$ cat config.mk
export PLATFORM = sky130hd
export DESIGN_NAME = pc_seq_flat
export DESIGN_NICKNAME = d
export VERILOG_FILES = /design/src/rtl/pc_seq_if.sv /design/src/rtl/pc_seq.sv /design/src/flat_wrapper.sv
export SDC_FILE = /design/constraint.sdc
export NUM_CORES = 1
export LEC_CHECK = 0
export CAP_MARGIN = 10
export CORE_MARGIN = 1.5
export CORE_UTILIZATION = 30
export DETAILED_ROUTE_END_ITERATION = 10
export PLACE_DENSITY_LB_ADDON = 0.25
export SETUP_SLACK_MARGIN = 0.1
export SLEW_MARGIN = 20
export SYNTH_ARGS = -nofsm -noshare
export SYNTH_HDL_FRONTEND = slang
export SYNTH_SLANG_ARGS = --single-unit
export TNS_END_PERCENT = 10
$ cat constraint.sdc
create_clock -name clk -period 3.86 [get_ports clk]
set_clock_uncertainty 0.05 [all_clocks]
set_input_delay 1.158 -clock clk [delete_from_list [all_inputs] [get_ports clk]]
set_output_delay 1.158 -clock clk [all_outputs]
set_load 0.02 [all_outputs]
$ cat src/rtl/pc_seq_if.sv
// Fetch-side bundle of pc_seq: control requests in, fetch address and stack status out.
// The master drives requests (core or bench); the slave is the program counter.
interface pc_seq_if #(
    parameter int ADDR_W = 32,
    parameter int TGT_W  = 16
);
    logic              stall;
    logic              branch_en;
    logic              call_en;
    logic              ret_en;
    logic [TGT_W-1:0]  branch_target;
    logic [ADDR_W-1:0] ins_address;
    logic              halted;
    logic              ras_empty;
    logic              ras_full;
    logic              ras_err;

    modport master (
        output stall, branch_en, call_en, ret_en, branch_target,
        input  ins_address, halted, ras_empty, ras_full, ras_err
    );

    modport slave (
        input  stall, branch_en, call_en, ret_en, branch_target,
        output ins_address, halted, ras_empty, ras_full, ras_err
    );
endinterface

$ cat src/rtl/pc_seq.sv
// Program counter with stall, halt-at-last-address, branch, and a circular
// call/return stack that flags overflow and underflow in a sticky error bit.
module pc_seq #(
    parameter int          ADDR_W    = 32,
    parameter int          TGT_W     = 16,
    parameter int unsigned STEP      = 4,
    parameter int unsigned LAST_ADDR = 32'h0000_03FC,
    parameter int          RAS_DEPTH = 4
) (
    input  logic     clk,
    input  logic     reset,
    pc_seq_if.slave  bus
);
    localparam int PTR_W = $clog2(RAS_DEPTH);
    localparam int CNT_W = PTR_W + 1;
    localparam logic [ADDR_W-1:0] STEP_V = ADDR_W'(STEP);
    localparam logic [ADDR_W-1:0] LAST_V = ADDR_W'(LAST_ADDR);
    localparam logic [CNT_W-1:0]  FULL_V = CNT_W'(RAS_DEPTH);

    logic [ADDR_W-1:0] pc_q, pc_d;
    logic [PTR_W-1:0]  ptr_q, ptr_d;
    logic [CNT_W-1:0]  cnt_q, cnt_d;
    logic              err_q, err_d;
    logic [ADDR_W-1:0] ras_q [RAS_DEPTH];
    logic [ADDR_W-1:0] ras_d [RAS_DEPTH];

    logic [ADDR_W-1:0] seq_next;
    logic [ADDR_W-1:0] target_ext;

    assign seq_next   = (pc_q < LAST_V) ? pc_q + STEP_V : pc_q;
    assign target_ext = ADDR_W'(bus.branch_target);

    // Pushing at ptr+1 when full lands on the oldest entry, so overflow needs no special write path.
    always_comb begin
        pc_d  = pc_q;
        ptr_d = ptr_q;
        cnt_d = cnt_q;
        err_d = err_q;
        ras_d = ras_q;
        if (!bus.stall) begin
            if (bus.ret_en && cnt_q != '0) begin
                pc_d  = ras_q[ptr_q];
                ptr_d = ptr_q - PTR_W'(1);
                cnt_d = cnt_q - CNT_W'(1);
            end else if (bus.ret_en) begin
                err_d = 1'b1;
                pc_d  = seq_next;
            end else if (bus.call_en) begin
                ras_d[ptr_q + PTR_W'(1)] = pc_q + STEP_V;
                ptr_d = ptr_q + PTR_W'(1);
                pc_d  = target_ext;
                if (cnt_q == FULL_V) begin
                    err_d = 1'b1;
                end else begin
                    cnt_d = cnt_q + CNT_W'(1);
                end
            end else if (bus.branch_en) begin
                pc_d = target_ext;
            end else begin
                pc_d = seq_next;
            end
        end
    end

    always_ff @(posedge clk) begin
        if (reset) begin
            pc_q  <= '0;
            ptr_q <= '0;
            cnt_q <= '0;
            err_q <= 1'b0;
        end else begin
            pc_q  <= pc_d;
            ptr_q <= ptr_d;
            cnt_q <= cnt_d;
            err_q <= err_d;
        end
    end

    // Stack contents are meaningless after reset, so they are left out of the reset branch.
    always_ff @(posedge clk) begin
        ras_q <= ras_d;
    end

    assign bus.ins_address = pc_q;
    assign bus.halted      = (pc_q >= LAST_V);
    assign bus.ras_empty   = (cnt_q == '0);
    assign bus.ras_full    = (cnt_q == FULL_V);
    assign bus.ras_err     = err_q;
endmodule
$ cat src/flat_wrapper.sv
// flat-port wrapper written by rule: the top's interface ports become plain ports
module pc_seq_flat 
#(
    parameter int          ADDR_W    = 32,
    parameter int          TGT_W     = 16,
    parameter int unsigned STEP      = 4,
    parameter int unsigned LAST_ADDR = 32'h0000_03FC,
    parameter int          RAS_DEPTH = 4
)
  (clk, reset, bus_stall, bus_branch_en, bus_call_en, bus_ret_en, bus_branch_target, bus_ins_address, bus_halted, bus_ras_empty, bus_ras_full, bus_ras_err);
  pc_seq_if #(.ADDR_W(ADDR_W), .TGT_W(TGT_W)) bus_i ();
  input  logic clk;
  input  logic reset;
  input wire logic [$bits(bus_i.stall)-1:0] bus_stall;
  input wire logic [$bits(bus_i.branch_en)-1:0] bus_branch_en;
  input wire logic [$bits(bus_i.call_en)-1:0] bus_call_en;
  input wire logic [$bits(bus_i.ret_en)-1:0] bus_ret_en;
  input wire logic [$bits(bus_i.branch_target)-1:0] bus_branch_target;
  output wire logic [$bits(bus_i.ins_address)-1:0] bus_ins_address;
  output wire logic [$bits(bus_i.halted)-1:0] bus_halted;
  output wire logic [$bits(bus_i.ras_empty)-1:0] bus_ras_empty;
  output wire logic [$bits(bus_i.ras_full)-1:0] bus_ras_full;
  output wire logic [$bits(bus_i.ras_err)-1:0] bus_ras_err;
  assign bus_i.stall = bus_stall;
  assign bus_i.branch_en = bus_branch_en;
  assign bus_i.call_en = bus_call_en;
  assign bus_i.ret_en = bus_ret_en;
  assign bus_i.branch_target = bus_branch_target;
  assign bus_ins_address = bus_i.ins_address;
  assign bus_halted = bus_i.halted;
  assign bus_ras_empty = bus_i.ras_empty;
  assign bus_ras_full = bus_i.ras_full;
  assign bus_ras_err = bus_i.ras_err;
  pc_seq #(.ADDR_W(ADDR_W), .TGT_W(TGT_W), .STEP(STEP), .LAST_ADDR(LAST_ADDR), .RAS_DEPTH(RAS_DEPTH)) u_core (.clk(clk), .reset(reset), .bus(bus_i));
endmodule
==> results, run 1 <==
- After detailed routing, the number of vias per cell comes to 5.10.
- The total overflow left after global routing is 0.
- The number of search-and-repair iterations in the first detailed-routing pass is 5.
- The number of buffer and inverter instances along the worst setup path is 2.
- The number of standard cells after synthesis is 488.
- During placement, the flow inserted port buffers numbering 57.
- After layout, the worst path uses 94.6% of the clock period.
- The standard cell core area is 0.0235 mm2.
- For this run, the post-layout net count is 589.
- The power share of the clock group is 40.0%.
- After synthesis, the most frequently instantiated cells are edfxtp_1 (128), dfxtp_1 (38), nor2_1 (35).
- The initial utilization of the core area, before any placement, comes to 30.6%.
- The data required time at the worst endpoint is 2.65 ns.
- The largest net degree at the start of global routing is 38.
- Cells with a size suffix above 1 make up a little under a fifth of the layout.
- For the worst setup path, the data arrival time is around 2.4 ns.
- The worst min-delay path class is flip-flop to flip-flop.
- The worst setup path is captured at an output port.
- The global-route wire length before repair is 28.4 mm.
- Clock-pin slew was measured on the worst setup and hold paths at 0.07 ns.
- The via count of the first global-routing pass is 4717.
- At the pin with the least slew margin, the transition time is 0.790 ns.
- The clock tree from TritonCTS is yes.
- The fraction of the yosys area taken by sequential cells is 64.1%.
- The setup fix buffers added after clock tree synthesis is 0.
- The clock network latency to the later pin of the worst-skew pair is 0.43 ns.
- The final routed wire length divided by cell count is 20.5 um.
- The most used standard cell by instance count after synthesis is edfxtp_1.
- The smallest clock period supported by the final layout is computed as 3.65 ns.
- The number of hold buffers added after cts is 0.
- No sink is reached through more buffers than the 2 on the longest clock path.
- The maximum cell stage delay along the critical path is 0.56 ns.
- Counting every sink on the clock net gives 166.
- The type of the setup path with the least slack is flip-flop to output port.
- In the routed design, unresolved DRC markers number 0.
- The share of power burned in combinational logic is 11.3%.
- The number of H-tree levels is 4.
- The total die area is 0.0249 mm2.
- The sum of net half-perimeters after detailed placement is 11.9 mm.
- The wire length after detailed routing is 18.3 mm.
- The number of hold-slack violations in the final timing report is 0.
- The total placed instance area is 0.00819 mm2.
- The maximum vdd ir drop is 0.266 mV.
- The top cell type by area accounts for 53.5% of the synthesized area.
- Sequential cells burn 48.7% of the power.
- After synthesis, the share of flip-flops with an asynchronous set or reset is 0%.
- The worst slack at placement is a little over 0.4 ns.
- The post-layout worst setup margin is 0.208 ns.
- After synthesis, the mean cell area works out to 14.7 um2.
- The setup total negative slack is 0 ns.
- Based on the critical path, the design can be clocked at up to 274 MHz.
- The global-route usage over all layers is 15.7%.
- The final count of pins violating max slew is 0.
- By area the synthesized netlist is led by edfxtp_1 (54%), dfxtp_1 (11%), mux4_2 (10%).
- The post-synthesis instance area is 0.00718 mm2.
- With fillers left out, the area of the finished cells amounts to 0.00878 mm2.
- In this run, synthesis inferred about 130 flip-flops with an integrated enable.
- The total power divided by cell area is 477 mW/mm2.
- The relative slew slack is a little under half.
- The final weighted congestion of routability-driven global placement is 0.841.
- Yosys printed 0 warnings.
- Of the total power, the share spent switching nets is 24.9%.
- The run finished with clean final reports.
- The cell sitting at the root of the clock tree is a clkbuf_16.
- The netlist uses 59 different library cells.
- Counting the buffers created by CTS gives 17.
- In this run the horizontal extent of the chip is ~160 um.
- The routed layout has about 4600 vias.
- For this design, the slowest cell found on the critical path is clkdlybuf4s50_1.
- The count of final setup violators is 0.
- Walking the worst path, the cells encountered are nor4_2 -> nand4_1 -> a311oi_4 -> inv_1 -> clkdlybuf4s50_1.
- Compared with the post-synthesis result, the final layout area differs by 22.2%.
- The number of max-capacitance violations reported is 0.
- In the synthesized netlist the dominant register cell turns out to be edfxtp_1.
- The leakage power is 2.89 nW.
- Setup repair after global routing left no endpoint under its margin.
- The switching power total is between 1 and 1.5 mW.
- The synthesized design contains 166 register bits.
- The post-route core utilization is between 30% and 40%.
- During I/O placement, the number of pins put on the boundary was 58.
- In this run the core area contains 56 standard-cell rows.
- The number of nets in the synthesized netlist is 516.
- The count of nets left with antenna violations once routing finished came out at 0.
- The peak fanout along the critical path is 8.
- The internal portion of the total power is 3.15 mW.
- The cell type group with the largest total delay on the critical path is buffers and inverters.
- The number of design-rule violations left by the first detailed-router iteration is between 300 and 400.
- The antenna diode count is 0.
- The critical path launch point type is a flip-flop.
- The number of antenna violations at the first check in global routing was 0.
- edfxtp_1 takes more of the synthesized area than any other cell.
- The die is 158 um tall.
==> power groups by stage <==
stage | logic [mW] | registers (mW) | clock network, mW
floorplan | 0.291 | 2.07 | 0
global placement | 0.468 | 2.08 | 0
detailed placement | 0.475 | 2.08 | 0
CTS | 0.479 | 2.04 | 1.71
global route | 0.511 | 2.05 | 1.78
finish | 0.472 | 2.04 | 1.68
==> state kept, by name, indices dropped and copies added, names as in the netlist <==
register                flops
u_core.bus.ins_address     32
u_core.ptr_q                2
u_core.ras_q              128
u_core.cnt_q                3
u_core.bus.ras_err          1
==> metal layers <==
| metal | track usage [%] | wire length [um] | vias to the layer above |
|---|---|---|---|
| met4 | 3.64 | 128 | 0 |
| met3 | 3.39 | 1160 | 12 |
| met2 | 25.6 | 8870 | 144 |
| met5 | 0 | 0 | - |
| met1 | 21.2 | 8180 | 2345 |
| li1 | - | - | 2057 |
==> area by class of cell <==
cell class | count | area (um2)
multi-input combinational | 282 | 2390
timing repair buffer | 82 | 753
sequential | 166 | 4610
clock buffer | 18 | 429
fill | 2253 | 14700
tap | 319 | 399
inverter | 12 | 45.0
clock inverter | 14 | 148
==> cells by family after synthesis <==
group / synth area share (%)
xor gates and xnor gates: 4.02
muxes: 10.3
adders and majority gates: 1.15
AOI/OAI and AO/OA: 8.90
DFF: 64.1
buffers and inverters: 2.68
and+or+nand+nor: 8.78
==> repair_timing <==
action,4_1_cts,5_1_grt
hold endpoints to repair,0,0
setup endpoints to repair,1,1
gates resized for setup,1,1
==> through the flow <==
stage / cells / hold slack (ns) / power [mW]
6_report: 893 / 0.423 / 4.19
5_1_grt: 893 / 0.498 / 4.34
4_1_cts: 893 / 0.427 / 4.23
3_5_place_dp: 861 / 0.409 / 2.56
3_3_place_gp: 861 / 0.409 / 2.55
2_1_floorplan: 488 / 0.512 / 2.36
==> worst reg2reg max path: cells and delay by family, from the launching register on <==
kind                     cells  cell delay [ns]
AND/OR/NAND/NOR              1             0.05
XOR/XNOR                     2             0.29
adder cells (fa/ha/maj)      1             0.45
buffers and inverters        1             0.27
flip-flops                   1             0.39
AO/OA/AOI/OAI                2             0.98
==> cells in the final DEF, fill, tap and decap left out, types with 14 or more instances in the layout <==
| cell | synthesis | layout |
|---|---|---|
| and3_1 | 14 | 14 |
| xnor2_1 | 22 | 22 |
| buf_4 | 2 | 25 |
| mux4_2 | 32 | 32 |
| edfxtp_1 | 128 | 128 |
| nor2_1 | 35 | 35 |
| clkbuf_16 | 0 | 17 |
| a22oi_1 | 19 | 19 |
| a21oi_1 | 24 | 24 |
| nand2_1 | 31 | 31 |
| dfxtp_1 | 38 | 36 |
| clkdlybuf4s50_1 | 0 | 56 |
==> worst paths after layout <==
check | start | to | slack (ns) | depth (start not counted)
setup / recovery | u_core.bus.ins_address[23] | bus_halted | 0.21 | 5
hold / removal | u_core.bus.ras_err | u_core.bus.ras_err | 0.42 | 2
setup reg to reg | u_core.cnt_q[0] | u_core.cnt_q[2] | 1.26 | 7
hold reg to reg | u_core.bus.ras_err | u_core.bus.ras_err | 0.42 | 2
(Power assumes the default switching activity.)
==> inputs of run 2 (changes only) <==
Settings changed: CORE_ASPECT_RATIO set to 0.6.
==> run 2 against run 1 <==
  * Worst hold slack gained 0.057 ns
  * Die area grew 0.12%
  * Final cell count shrank 0.45%
  * Via count shrank 1.3%
  * Sequential power is essentially flat
  * Register-to-register slack gained 0.02 ns
  * Sequential cell count is the same
  * Largest cell class unchanged
  * Utilization grew 0.73 points
  * Non-clock buffer count is the same
  * Highest routed layer unchanged
  * Critical endpoint unchanged
  * Clock power grew 6%
  * Largest power group unchanged
  * Count of clock-buffer cells in the layout grew 5
==> results, run 2 (same netlist as run 1, synthesis figures left out) <==
- The path class of the tightest hold or removal check is flip-flop to flip-flop.
- Setup repair after global routing left no endpoint under its margin.
- The number of sinks driven by the clock tree is 166.
- Across the run, the number of max-cap violations was 0.
- The global-route wire length before repair is 28.8 mm.
- The floorplan step set the die height to 123 um.
- After routing the design area is 0.00888 mm2.
- The number of design-rule violations left by the first detailed-router iteration is 276.
- The count of final setup violators is 0.
- The overall die width is 203 um.
- More flip-flops sit in one register than any other, and that register is u_core.ras_q.
- The final count of pins violating max slew is 0.
- Detailed placement finished with a half-perimeter wire length of 12.8 mm.
- From synthesis to final layout, the design area changed by 23.7%.
- The critical path launch point type is a flip-flop.
- For this block, the routed nets add up to 18.8 mm of wire.
- The worst setup path is captured at an output port.
- The leakage power is a little under 3 nW.
- The antenna violation net count after detailed routing is 0.
- The largest net degree at the start of global routing is 38.
- The maximum clock insertion buffer count is 2.
- The clock tree from TritonCTS is yes.
- The floorplan has 43 rows.
- For the worst-skew pair, the clock arrives at the later sink with an insertion delay of 0.43 ns.
- The mean number of vias per cell is 5.06.
- The actual slew at the worst max-slew pin is 0.883 ns.
- The final routed wire length divided by cell count is 21.1 um.
- The initial cell density of the core is 30.8%.
- Dividing total power by cell area gives a power density of 485 mW/mm2.
- In the layout the commonest cells are edfxtp_1 (128), clkdlybuf4s50_1 (56), dfxtp_1 (37).
- The maximum clock frequency is 276 MHz.
- Routability-driven placement finished with a final weighted congestion of 0.822.
- The number of buffers created by CTS is 17.
- For this run, design rule violations remaining after detail routing come to 0.
- 58 I/O pins were placed.
- The global-route usage over all layers is 16.1%.
- The setup fix buffers added after clock tree synthesis is 0.
- The most common library cell in the layout ignoring fill and taps is edfxtp_1.
- The total via count after detailed routing is ~4500.
- The total overflow left after global routing is 0.
- The number of antenna violations at the first check in global routing is 0.
- The relative slew slack is 41.2%.
- The H-tree generated during clock tree synthesis spans 4 levels.
- The via count of the first global-routing pass came to 4604.
- After clock tree synthesis, the clock-pin slew on the worst setup and hold paths is 0.07 ns.
- Buffers inserted to repair hold after CTS numbered 0.
- The total placed instance area is 0.00823 mm2.
- In this run the worst path has a maximum fanout of 6.
- Data on the critical path is required at its endpoint by around 2.7 ns.
- Counting I/O delays and the setup requirement, the final critical path takes roughly 3.6 ns.
- The type of the setup path with the least slack is flip-flop to output port.
- The critical path arrival is 2.42 ns.
- The number of buffers inserted by port buffering is 57.
- The die covers about 0.025 mm2.
- The number of hold-slack violations in the final timing report is 0.
- The antenna diode count is 0.
- The layout net count is 589.
- The number of search-and-repair iterations in the first detailed-routing pass is 4.
- The design draws approximately 4.3 mW.
- For the final routed database, the setup TNS stands at 0 ns.
- The maximum vdd ir drop is 0.304 mV.
- The flow ran to the end, and the final reports show no timing, DRC or antenna violations.
- The standard cell core area is about 0.023 mm2.
- The post-route netlist has a little under a fifth of its cells at a drive strength greater than 1.
- The cell at the root of the clock tree is clkbuf_16.
- The number of flip-flops in the largest register is around 130.
- The worst path uses a little over nine tenths of the clock period.
==> run 2: path summary, 6_finish.rpt <==
check	slack (ns)	to	start	cells after the start
setup / recovery	0.23	bus_halted	u_core.bus.ins_address[12]	5
hold / removal	0.48	u_core.bus.ins_address[3]	u_core.bus.ins_address[3]	1
setup reg to reg	1.28	u_core.cnt_q[2]	u_core.cnt_q[0]	7
hold reg to reg	0.48	u_core.bus.ins_address[3]	u_core.bus.ins_address[3]	1
==> run 2: layout make-up <==
| class | count | area (um2) |
|---|---|---|
| fill | 2181 | 14400 |
| timing repair buffer | 82 | 803 |
| multi-input combinational | 282 | 2410 |
| inverter | 12 | 45.0 |
| sequential | 166 | 4610 |
| clock buffer | 23 | 509 |
| tap | 315 | 394 |
| clock inverter | 9 | 116 |
==> run 2: worst max-delay path, stage by stage (launching register included) <==
cell and delay (ns):
dfxtp_1 0.41, nor4_1 0.38, nand4_1 0.22, a311oi_4 0.37, inv_1 0.08, clkdlybuf4s50_1 0.54
==> run 2: stage by stage <==
step / utilization [%] / setup slack [ns] / hold WS (ns) / std cells
2_1_floorplan: - / 0.972 / 0.512 / 488
3_3_place_gp: 35.3 / 0.391 / 0.455 / 857
3_5_place_dp: 35.3 / 0.419 / 0.473 / 857
4_1_cts: 38.0 / 0.110 / 0.482 / 889
5_1_grt: 38.1 / 0.103 / 0.510 / 889
6_report: 38.1 / 0.231 / 0.479 / 889
==> run 2: layer usage <==
| metal | vias up | wire (um) | GRT usage [%] |
|---|---|---|---|
| li1 | 2054 | - | - |
| met1 | 2304 | 9260 | 23.7 |
| met2 | 123 | 8140 | 23.7 |
| met3 | 16 | 1220 | 3.77 |
| met4 | 0 | 171 | 4.40 |
| met5 | - | 0 | 0 |
==> run 2: where the power goes <==
part	switching [mW]	internal [mW]
Sequential	0.0667	1.98
Clock	0.713	1.06
Combinational	0.268	0.217
==> run 2: what timing repair did <==
item                                    CTS  global route
endpoints found under the setup margin    1             1
resized for setup                         1             2
pin swaps                                 0             2
